### config.mk
export PLATFORM = sky130hd
export DESIGN_NAME = is_uart_tx
export DESIGN_NICKNAME = d
export VERILOG_FILES = /design/src/rtl/is_uart_tx.sv
export SDC_FILE = /design/constraint.sdc
export NUM_CORES = 1
export LEC_CHECK = 0
export CORE_MARGIN = 1
export CORE_UTILIZATION = 56
export CTS_CLUSTER_SIZE = 20
export DETAILED_ROUTE_END_ITERATION = 16
export PLACE_DENSITY_LB_ADDON = 0.08
export SLEW_MARGIN = 20
export SYNTH_ARGS = -nofsm -noshare
export SYNTH_HDL_FRONTEND = slang
export SYNTH_SLANG_ARGS = --single-unit
### constraint.sdc
create_clock -name clk_i -period 2.8 [get_ports clk_i]
set_input_delay 0.28 -clock clk_i [delete_from_list [all_inputs] [get_ports clk_i]]
set_output_delay 0.28 -clock clk_i [all_outputs]
set_load 0.02 [all_outputs]
### src/rtl/is_uart_tx.sv
// rtl/is_uart_tx.sv - UART serial transmitter with level-valid / pulse-ack byte intake
//
// Purpose:
//   Serialises bytes handed over by the controller FSM. Each frame is made of:
//     - a start bit (0);
//     - DATA_W data bits, LSB first;
//     - an optional parity bit;
//     - STOP_BITS stop bits (1).
//   Every bit lasts CLKS_PER_BIT clock cycles. A byte offered during the last
//   stop cycle is taken straight away, so back-to-back frames have no idle gap.
//
// Ports:
//   clk_i        in   system clock
//   rstn_i       in   asynchronous active-low reset
//   tx_rdy_t_i   in   byte valid (level, may stay high across bytes)
//   tx_data_t_i  in   byte to send, sampled only in the accept cycle
//   tx_rdy_r_o   out  one-cycle ack, high in the first cycle of the start bit
//   tx_o         out  serial line, idle high
//   busy_o       out  high from accept until the last stop cycle has completed

module is_uart_tx #(
  parameter int DATA_W       = 8,
  parameter int CLKS_PER_BIT = 434,
  parameter int PARITY_EN    = 1,
  parameter int PARITY_ODD   = 0,
  parameter int STOP_BITS    = 1
) (
  input  logic              clk_i,
  input  logic              rstn_i,
  input  logic              tx_rdy_t_i,
  input  logic [DATA_W-1:0] tx_data_t_i,
  output logic              tx_rdy_r_o,
  output logic              tx_o,
  output logic              busy_o
);

  localparam int BAUD_W = (CLKS_PER_BIT > 1) ? $clog2(CLKS_PER_BIT) : 1;
  localparam int CNT_W  = $clog2(DATA_W + 1);

  localparam logic [BAUD_W-1:0] BAUD_LAST = BAUD_W'(CLKS_PER_BIT - 1);
  localparam logic [CNT_W-1:0]  DATA_LAST = CNT_W'(DATA_W - 1);
  localparam logic [CNT_W-1:0]  STOP_LAST = CNT_W'(STOP_BITS - 1);

  typedef enum logic [2:0] {
    S_IDLE,
    S_START,
    S_DATA,
    S_PAR,
    S_STOP
  } state_t;

  state_t              state_q;
  state_t              state_d;
  logic [BAUD_W-1:0]   baud_q;
  logic [CNT_W-1:0]    bit_q;
  logic [DATA_W-1:0]   shift_q;
  logic                par_q;
  logic                ack_q;
  logic                accept;
  logic                bit_end;
  logic                data_last;
  logic                stop_last;

  // bit_q counts data bits in DATA and completed stop bits in STOP.
  assign bit_end   = (baud_q == BAUD_LAST);
  assign data_last = bit_end && (bit_q == DATA_LAST);
  assign stop_last = bit_end && (bit_q == STOP_LAST);

  assign tx_rdy_r_o = ack_q;

  // State register
  always_ff @(posedge clk_i or negedge rstn_i) begin
    if (!rstn_i) begin
      state_q <= S_IDLE;
    end else begin
      state_q <= state_d;
    end
  end

  // Next-state logic. A byte is accepted in IDLE or in the final stop cycle.
  always_comb begin
    state_d = state_q;
    accept  = 1'b0;
    case (state_q)
      S_IDLE: begin
        if (tx_rdy_t_i) begin
          accept  = 1'b1;
          state_d = S_START;
        end
      end
      S_START: begin
        if (bit_end) state_d = S_DATA;
      end
      S_DATA: begin
        if (data_last) state_d = (PARITY_EN != 0) ? S_PAR : S_STOP;
      end
      S_PAR: begin
        if (bit_end) state_d = S_STOP;
      end
      S_STOP: begin
        if (stop_last) begin
          if (tx_rdy_t_i) begin
            accept  = 1'b1;
            state_d = S_START;
          end else begin
            state_d = S_IDLE;
          end
        end
      end
      default: state_d = S_IDLE;
    endcase
  end

  // Output decode. The line is driven from the state so that it falls on
  // the accept edge and snaps back high the instant reset asserts.
  always_comb begin
    tx_o   = 1'b1;
    busy_o = (state_q != S_IDLE);
    case (state_q)
      S_START: tx_o = 1'b0;
      S_DATA:  tx_o = shift_q[0];
      S_PAR:   tx_o = par_q;
      default: tx_o = 1'b1;
    endcase
  end

  // Datapath: baud/bit counters, shift register, parity and ack.
  // The frame is captured into shift_q/par_q on accept, so the data bus may
  // move freely afterwards.
  always_ff @(posedge clk_i or negedge rstn_i) begin
    if (!rstn_i) begin
      baud_q  <= '0;
      bit_q   <= '0;
      shift_q <= '0;
      par_q   <= 1'b0;
      ack_q   <= 1'b0;
    end else begin
      ack_q <= accept;
      if (accept) begin
        baud_q  <= '0;
        bit_q   <= '0;
        shift_q <= tx_data_t_i;
        par_q   <= (PARITY_ODD != 0) ? ~^tx_data_t_i : ^tx_data_t_i;
      end else if (state_q != S_IDLE) begin
        if (bit_end) begin
          baud_q <= '0;
          case (state_q)
            S_DATA: begin
              shift_q <= shift_q >> 1;
              bit_q   <= data_last ? '0 : bit_q + CNT_W'(1);
            end
            S_STOP: begin
              bit_q <= stop_last ? '0 : bit_q + CNT_W'(1);
            end
            default: ;
          endcase
        end else begin
          baud_q <= baud_q + BAUD_W'(1);
        end
      end
    end
  end

endmodule

== Word-level counts from Yosys, hierarchy flattened ==
Index checks and enable logic that the tools add are counted.

* Register bits after elaboration: 26
* Input bits: 11
* Output and inout bits: 3

* Add/sub/neg operators: 2
* Equal/unequal tests: 11
* Muxes and demuxes: 24
* Reduce and logical (&&, ||, !) cells: 13

{| class="wikitable"
|+ Operators by type and width
! operator !! count
|-
| $mux 8 || 4
|-
| $mux 9 || 3
|-
| $mux 4 || 5
|-
| $mux 3 || 5
|-
| $pmux 3 s5 || 1
|-
| $ne 2x2->1 const B || 5
|-
| $add 9x1->9 const B || 1
|-
| $eq 9x9->1 const B || 1
|-
| $pmux 4 s2 || 1
|-
| $reduce_xor 8->1 || 1
|-
| $eq 3x2->1 const B || 2
|-
| $reduce_and 3->1 || 2
|-
| $reduce_bool 2->1 || 3
|-
| $reduce_bool 3->1 || 2
|-
| $reduce_and 5->1 || 1
|-
| $add 4x1->4 const B || 1
|-
| $eq 4x3->1 const B || 1
|-
| $logic_not 4->1 || 1
|-
| $eq 3x1->1 const B || 1
|-
| $eq 3x3->1 const B || 1
|-
| $logic_not 3->1 || 1
|-
| $mux 1 || 3
|-
| $pmux 1 s3 || 1
|-
| $logic_and 1x1->1 || 2
|-
| $pmux 1 s2 || 1
|}

== Longest topological paths before layout ==
Gate-level depths: netlist of the first run.

* Depth in word-level cells: 7
* Mapped depth: 7
* Gate-level depth less buffers: 6

== Worst setup path before layout of the first run ==
OpenSTA, ideal clock, no wires.

* Path type: register -> register
* Start point: register baud_q[2]
* End point: register shift_q[0]
* Setup time: 125 ps
* Arrival time: 2169 ps
* Setup slack: 506 ps
* Stages on the path, launching flop included: 7
* Buffers on the path: 2
* Period minus slack after synthesis: 2294 ps
* Cells stage by stage: dfrtp_1 > buf_6 > or4b_4 > or4_4 > buf_6 > mux2_1 > mux2_2

* Cells in the longest elaborated chain, start to end: 6
* Elaborated cells on any way between the ends: 9

{| class="wikitable"
|+ RTL lines
! what !! RTL line !! source
|-
| start: declaration || 54 || <nowiki>logic [BAUD_W-1:0] baud_q;</nowiki>
|-
| start signal: assignment || 158 || <nowiki>baud_q <= baud_q + BAUD_W'(1);</nowiki>
|-
| $eq 9x9->1 (*) || 65 || <nowiki>assign bit_end = (baud_q == BAUD_LAST);</nowiki>
|-
| $logic_and 1x1->1 || 67 || <nowiki>assign stop_last = bit_end && (bit_q == STOP_LAST);</nowiki>
|-
| $mux 1 || 101 || <nowiki>if (stop_last) begin</nowiki>
|-
| $pmux 1 s2 || 84 || <nowiki>case (state_q)</nowiki>
|-
| $reduce_bool 2->1 (no source line) || - ||
|-
| $reduce_and 3->1 (no source line) || - ||
|-
| end signal: assignment || 142 || <nowiki>shift_q <= tx_data_t_i;</nowiki>
|-
| end signal: assignment || 149 || <nowiki>shift_q <= shift_q >> 1;</nowiki>
|-
| end: declaration || 56 || <nowiki>logic [DATA_W-1:0] shift_q;</nowiki>
|}

Every way passes the cells marked *; elsewhere a longest branch is shown, timed or not.
A chain may end at the register's enable or synchronous reset.

== Final worst setup path of the first run ==
* Start point: register baud_q[3]
* End point: register shift_q[0]

Same word-level chain as after synthesis.

==> implementation parameters, run 1 <==
Parameter                              Value

Outcome
  Status    completed

Yosys
  Warning count from the yosys run    0
  Largest family of logic cells by synthesized area    simple AND/OR/NAND/NOR gates
  Main flop type after synthesis    dfrtp_1
  Number of distinct library cell variants in the gate-level netlist after synthesis    42
  Post-synthesis async set-or-reset flop share    100%
  Flop and latch count out of synthesis    26
  EDFF count, synth    0
  Post-synthesis instance total    151
  XOR/XNOR Fraction of Synth Area    9.02%
  Post-synthesis instance area    1550 um2
  Arithmetic-cell share of the synthesized area counting full adders, half adders and majority gates    3.22%
  Multiplexer fraction of the synthesized cell area    12.2%
  Area fraction in and, or, nand and nor cells after synthesis    19.8%
  Sequential-to-total area share from yosys stat    41.9%
  Nets in the synthesized netlist    166
  Synthesized-area fraction occupied by ao, oa, aoi and oai cells    9.82%
  Avg Inst Size Synth    10.3 um2

Layout
  Layout overhead on the synthesized area    11.9%
  Layout net count    181
  Fill cell count    194
  Layout cells sized above 1    13.3%
  Number of diodes    0

Clock network
  Clock Latency Late Sink    0.31 ns
  Root buf cell    clkbuf_4
  CTS-repair resized insts    0
  Setup repair bufs after CTS    0
  CTS H-tree depth    1
  Total number of clock tree sinks    26
  Clock transition at the registers of the reported paths    0.14 ns
  Number of buffers inserted during clock tree synthesis    3
  CTS tree    done
  Maximum clock path buffer count    2
  Post-cts hold buffer count    0

Power
  Worst voltage drop across the vdd grid    0.297 mV
  Register share of total power    61.6%
  LEAKAGE    0.736 nW
  Proportion of power drawn by combinational gates    7.9%
  Sw Ratio    21.2%
  Clock share of power    30.4%
  Power Dens Cells    352 nW/um2
  Net Switching    130 uW
  Internal power    482 uW

Floorplan
  Area enclosed by the die boundary    2990 um2
  Core area    2540 um2
  Vert. Die Dim    54.7 um
  Number of placed I/O pins    14
  Total number of placement rows    18
  Chip Width    54.7 um
  Starting density of the core    61.1%

Global route
  GRT Residual Overflow    0
  Global routing usage on met3    3.33%
  Top Usage Layer GRT    met2
  Global-route wire length before repair    4830 um
  Maximum number of pins on one net before global-route repair    27
  Global routing usage on met2    38.8%
  Initial antenna violation count    0
  Met1 routing resource usage after global routing    29.4%
  Overall track demand over capacity in global routing    22.6%
  Vias in the first global route    1123

Setup path
  Cell type of the slowest stage on the worst timing path    or4b_4
  Arrival time at the worst endpoint    2.64 ns
  Largest stage delay on the critical path    0.59 ns
  Path type of the worst setup path    reg2reg
  Bufs and invs on worst path    0
  CP top delay family    simple AND/OR/NAND/NOR gates
  Crit path max fanout    10
  Endpoint kind of the worst setup timing path    flop
  Cell chain of the critical path    or4b_4 > o41ai_1 > nand3_1 > mux2_2
  Critical path startpoint category    flop
  Data required time of the worst path    3.01 ns

Run
  Number of max-cap violations    0

Placed design
  Worst slack at placement    0.385 ns
  Detailed-placement wirelength estimate    2240 um
  Routability-driven placement congestion ratio    0.935
  Quantity of I/O buffers inserted on ports    13

STA
  Max Clock Skew    0.00342 ns
  Post-route minimum period    2.43 ns
  Post-route setup slack    0.374 ns
  RSZ-0062 raised after global routing    false
  Period Utilization, post-route    86.6%
  Final Max Tran Viols    0
  Worst slew slack as a fraction of its limit    48.5%
  Final number of setup-violating endpoints    0
  Final Hold Fails    0
  Achievable frequency    412 MHz
  Post-Route Setup TNS    0 ns
  Transition time of the tightest slew-check pin    0.761 ns

Drt
  Average wire per standard cell    15.0 um
  DRC violation total after the first TritonRoute iteration    30
  Count of vias placed by the detailed router    1197
  Vias per cell    6.14
  Post-route DRC violation count    0
  DRT Wirelength    2930 um
  Detailed Routing Iterations Pass 1    4
  Post-route ant nets    0

Worst hold path
  Hold/Removal Path Class    in2async
-- flip-flops by register name, summed over array words and instances, names as in the netlist --
register / count
baud_q: 9
bit_q: 4
par_q: 1
shift_q: 8
state_q: 3
tx_rdy_r_o: 1
-- logic make-up after synthesis --
family	count (synthesis)
DFF	26
AOI/OAI and AO/OA	21
and+or+nand+nor	54
muxes	17
adders and majority gates	4
buffers and inverters	13
xor gates and xnor gates	16
-- metal layers --
metal | up-vias | routed length, um | part of all wire (%)
li1 | 577 | - | -
met1 | 587 | 1300 | 44
met5 | - | 0 | 0
met4 | 0 | 28 | 0.95
met3 | 6 | 105 | 3.6
met2 | 27 | 1500 | 51
-- cell usage after synthesis (2+ instances only) --
cell type | n | share of area [%]
xor2_1 | 5 | 2.8
nor4_1 | 2 | 0.81
o41ai_1 | 2 | 1.1
nor2_1 | 13 | 3.1
dfrtp_1 | 26 | 42
clkbuf_1 | 2 | 0.48
mux2_2 | 14 | 10
nand2_1 | 9 | 2.2
a21oi_1 | 3 | 0.97
and4_1 | 2 | 1.1
xnor2_1 | 11 | 6.2
nand3_1 | 5 | 1.6
buf_6 | 2 | 1.4
o32ai_1 | 2 | 1.1
nor4bb_1 | 2 | 1.3
o21ai_0 | 3 | 0.97
nor3_1 | 5 | 1.6
mux2i_1 | 2 | 1.3
ha_1 | 4 | 3.2
nor4b_1 | 2 | 1.1
nand2b_1 | 3 | 1.2
nand4_1 | 5 | 2.0
inv_1 | 8 | 1.9
-- final timing paths --
| path | from | end | slack (ns) | cells past startpoint |
|---|---|---|---|---|
| setup / recovery | baud_q[3] | shift_q[0] | 0.37 | 4 |
| setup reg to reg | baud_q[3] | shift_q[0] | 0.37 | 4 |
| hold reg to reg | par_q | par_q | 0.52 | 1 |
| min in group clk_i | par_q | par_q | 0.52 | 1 |
| hold / removal | rstn_i | bit_q[1] | 0.31 | 2 |
| max in group asynchronous | rstn_i | baud_q[2] | 2.25 | 2 |
-- cell type report --
type	instances	area, um2	share of cell area, %
multi-input cells	112	840	48.3
inverters	8	30.0	1.73
well taps	30	37.5	2.16
flip-flops and latches	26	651	37.4
clock buffers	4	36.3	2.09
repair buffers	15	145	8.35
-- power by group through the flow --
| stage | Sequential (mW) | Clock, mW | Combinational [mW] |
|---|---|---|---|
| after floorplan | 0.384 | 0 | 0.0200 |
| after global placement | 0.384 | 0 | 0.0476 |
| after detailed placement | 0.384 | 0 | 0.0495 |
| after CTS | 0.377 | 0.189 | 0.0497 |
| after global routing | 0.377 | 0.211 | 0.0542 |
| final | 0.377 | 0.186 | 0.0485 |
-- metrics by stage --
step / power [mW] / std cells / utilization [%] / hold WS, ns / cell area [um2]
2_1_floorplan: 0.404 / 151 / - / -0.0156 / 1550
3_3_place_gp: 0.432 / 191 / 66.9 / 0.491 / 1700
3_5_place_dp: 0.433 / 191 / 66.9 / 0.496 / 1700
4_1_cts: 0.616 / 195 / 68.3 / 0.319 / 1740
5_1_grt: 0.643 / 195 / 68.3 / 0.351 / 1740
6_report: 0.611 / 195 / 68.3 / 0.309 / 1740
-- placed cells by master, fill, tap and decap left out, types with 2 or more instances in the layout --
cell type        netlist  final
nor4b_1                2      2
nor4bb_1               2      2
nor2_1                13     13
nand4_1                5      5
nand2_1                9      9
and4_1                 2      2
nor3_1                 5      5
mux2_2                14     14
nand2b_1               3      3
a21oi_1                3      3
o41ai_1                2      2
ha_1                   4      4
xnor2_1               11     11
nor4_1                 2      2
o32ai_1                2      2
nand3_1                5      5
clkdlybuf4s50_1        0     13
clkbuf_4               0      3
buf_4                  0      2
inv_1                  8      8
dfrtp_1               26     26
xor2_1                 5      5
mux2i_1                2      2
o21ai_0                3      3
Note: power is estimated with default switching activity, not from simulation.
==> run 2, diff against run 1 <==
CORE_ASPECT_RATIO = 1.75   (was default)
==> run 2 against run 1 <==
First-iteration DRC count is 23% lower. Final cell count is 1.5% lower. Global-route usage is 0.76 points higher. Utilization is 1.3 points higher. Largest cell class unchanged.
==> implementation parameters, run 2 (same netlist as run 1, synthesis figures left out) <==
Parameter                              Value

Floorplan
  Number of placed I/O pins    14
  Chip Width    41.8 um
  Starting density of the core    60.9%
  Total number of placement rows    24
  Vert. Die Dim    71.7 um
  Area enclosed by the die boundary    3000 um2
  Core area    2550 um2

Layout
  Combined area of the multi-input logic cells    840 um2
  Most flop-heavy register    baud_q
  Register area    651 um2
  Fill cell count    205
  Layout net count    182
  Commonest non-fill, non-tap cell in the layout    dfrtp_1
  Layout overhead on the synthesized area    14.3%
  Post-Layout Inst Area    1780 um2
  Largest registers    baud_q (9), shift_q (8), bit_q (4)
  Commonest cells after routing, fill and taps aside    dfrtp_1 (26), mux2_2 (14), nor2_1 (13), clkdlybuf4s50_1 (13), xnor2_1 (11)
  Post-layout instance count excluding filler cells    192
  Number of diodes    0
  Layout cells sized above 1    13.9%
  Flip-flop count of the largest register after layout    9

Clock network
  CTS-repair resized insts    0
  CTS tree    done
  Number of buffers inserted during clock tree synthesis    3
  Post-cts hold buffer count    0
  CTS H-tree depth    1
  Maximum clock path buffer count    2
  Total number of clock tree sinks    26
  Root buf cell    clkbuf_8
  Setup repair bufs after CTS    0
  Clock transition at the registers of the reported paths    0.09 ns
  Clock Latency Late Sink    0.27 ns

Drt
  DRT Wirelength    3120 um
  Detailed Routing Iterations Pass 1    4
  Average wire per standard cell    16.2 um
  Vias per cell    6.23
  Post-route DRC violation count    0
  Post-route ant nets    0
  Count of vias placed by the detailed router    1196
  DRC violation total after the first TritonRoute iteration    23

Setup path
  Data required time of the worst path    2.95 ns
  Path type of the worst setup path    reg2reg
  Slack of the worst reg-to-reg path    0.36 ns
  Start point of the critical path    baud_q[2]
  Endpoint kind of the worst setup timing path    flop
  Cell chain of the critical path    or4b_4 > o41ai_1 > nand3_1 > mux2_2
  Cell type of the slowest stage on the worst timing path    or4b_4
  Cell depth of the worst flop-to-flop path    4
  Crit path max fanout    10
  Launch instance of the worst register-to-register path    baud_q[2]
  Critical path startpoint category    flop
  Arrival time at the worst endpoint    2.59 ns
  Largest stage delay on the critical path    0.57 ns

STA
  RSZ-0062 raised after global routing    false
  Final Max Tran Viols    0
  Final Hold Fails    0
  Post-route minimum period    2.44 ns
  Worst slew slack as a fraction of its limit    48.8%
  Max Clock Skew    0.00451 ns
  Final number of setup-violating endpoints    0
  Period Utilization, post-route    87.2%
  Transition time of the tightest slew-check pin    0.757 ns
  Achievable frequency    410 MHz
  Post-Route Setup TNS    0 ns
  Worst hold-check slack    0.377 ns

Placed design
  Detailed-placement wirelength estimate    2260 um
  Area after detailed placement    1710 um2
  Quantity of I/O buffers inserted on ports    13
  Post-placement cell count    188
  Routability-driven placement congestion ratio    0.881

Worst hold path
  Hold/Removal Path Class    in2async

Power
  Worst voltage drop across the vdd grid    0.371 mV
  Post-layout total power    729 uW
  Power Dens Cells    410 nW/um2
  LEAKAGE    0.756 nW

Global route
  Initial antenna violation count    0
  Vias in the first global route    1147
  GRT Residual Overflow    0
  Global-route wire length before repair    5380 um
  Overall track demand over capacity in global routing    23.4%
  Maximum number of pins on one net before global-route repair    27

Run
  Number of max-cap violations    0

Outcome
  Status    completed
run 2: cell count changes in the layout (fill, tap and decap cells not counted), sizes merged:
| cell | delta |
|---|---|
| buf | +1 |
| clkbuf | -1 |
| bufinv | +1 |
run 2: worst paths after layout:
kind / to
max in group asynchronous: baud_q[3]
setup reg to reg: shift_q[1]
setup / recovery: shift_q[1]
hold reg to reg: par_q
hold / removal: bit_q[2]
min in group clk_i: par_q
run 2: routing by layer:
layer	GRT usage, %	part of all wire, %
met5	0	0
met4	7.53	0.90
met3	2.27	2.8
met2	41.8	55
met1	29.1	41
run 2: power by group:
| part | switching [mW] | leakage, nW | internal (mW) |
|---|---|---|---|
| logic | 0.0221 | 0.385 | 0.0261 |
| registers | 0.000575 | 0.336 | 0.376 |
| clock network | 0.113 | 0.0357 | 0.191 |
run 2: cell type report:
type,count,area share (%)
inverter,8,1.69
multi-input combinational,112,47.3
clock inverter,1,1.69
timing repair buffer,16,8.59
clock buffer,3,2.32
sequential,26,36.6
tap,26,1.83
run 2: worst max-delay path: cells and delay by family, from the launching register on:
family,cells,cell delay (ns)
simple gates,2,1.02
flops,1,0.47
mux,1,0.42
compound gates,1,0.42
run 2: per-stage QoR:
step | setup WS, ns | utilization (%)
after floorplan | 0.506 | -
after global placement | 0.488 | 66.8
after detailed placement | 0.385 | 66.8
after CTS | 0.368 | 69.6
after global routing | 0.235 | 69.6
final | 0.360 | 69.6
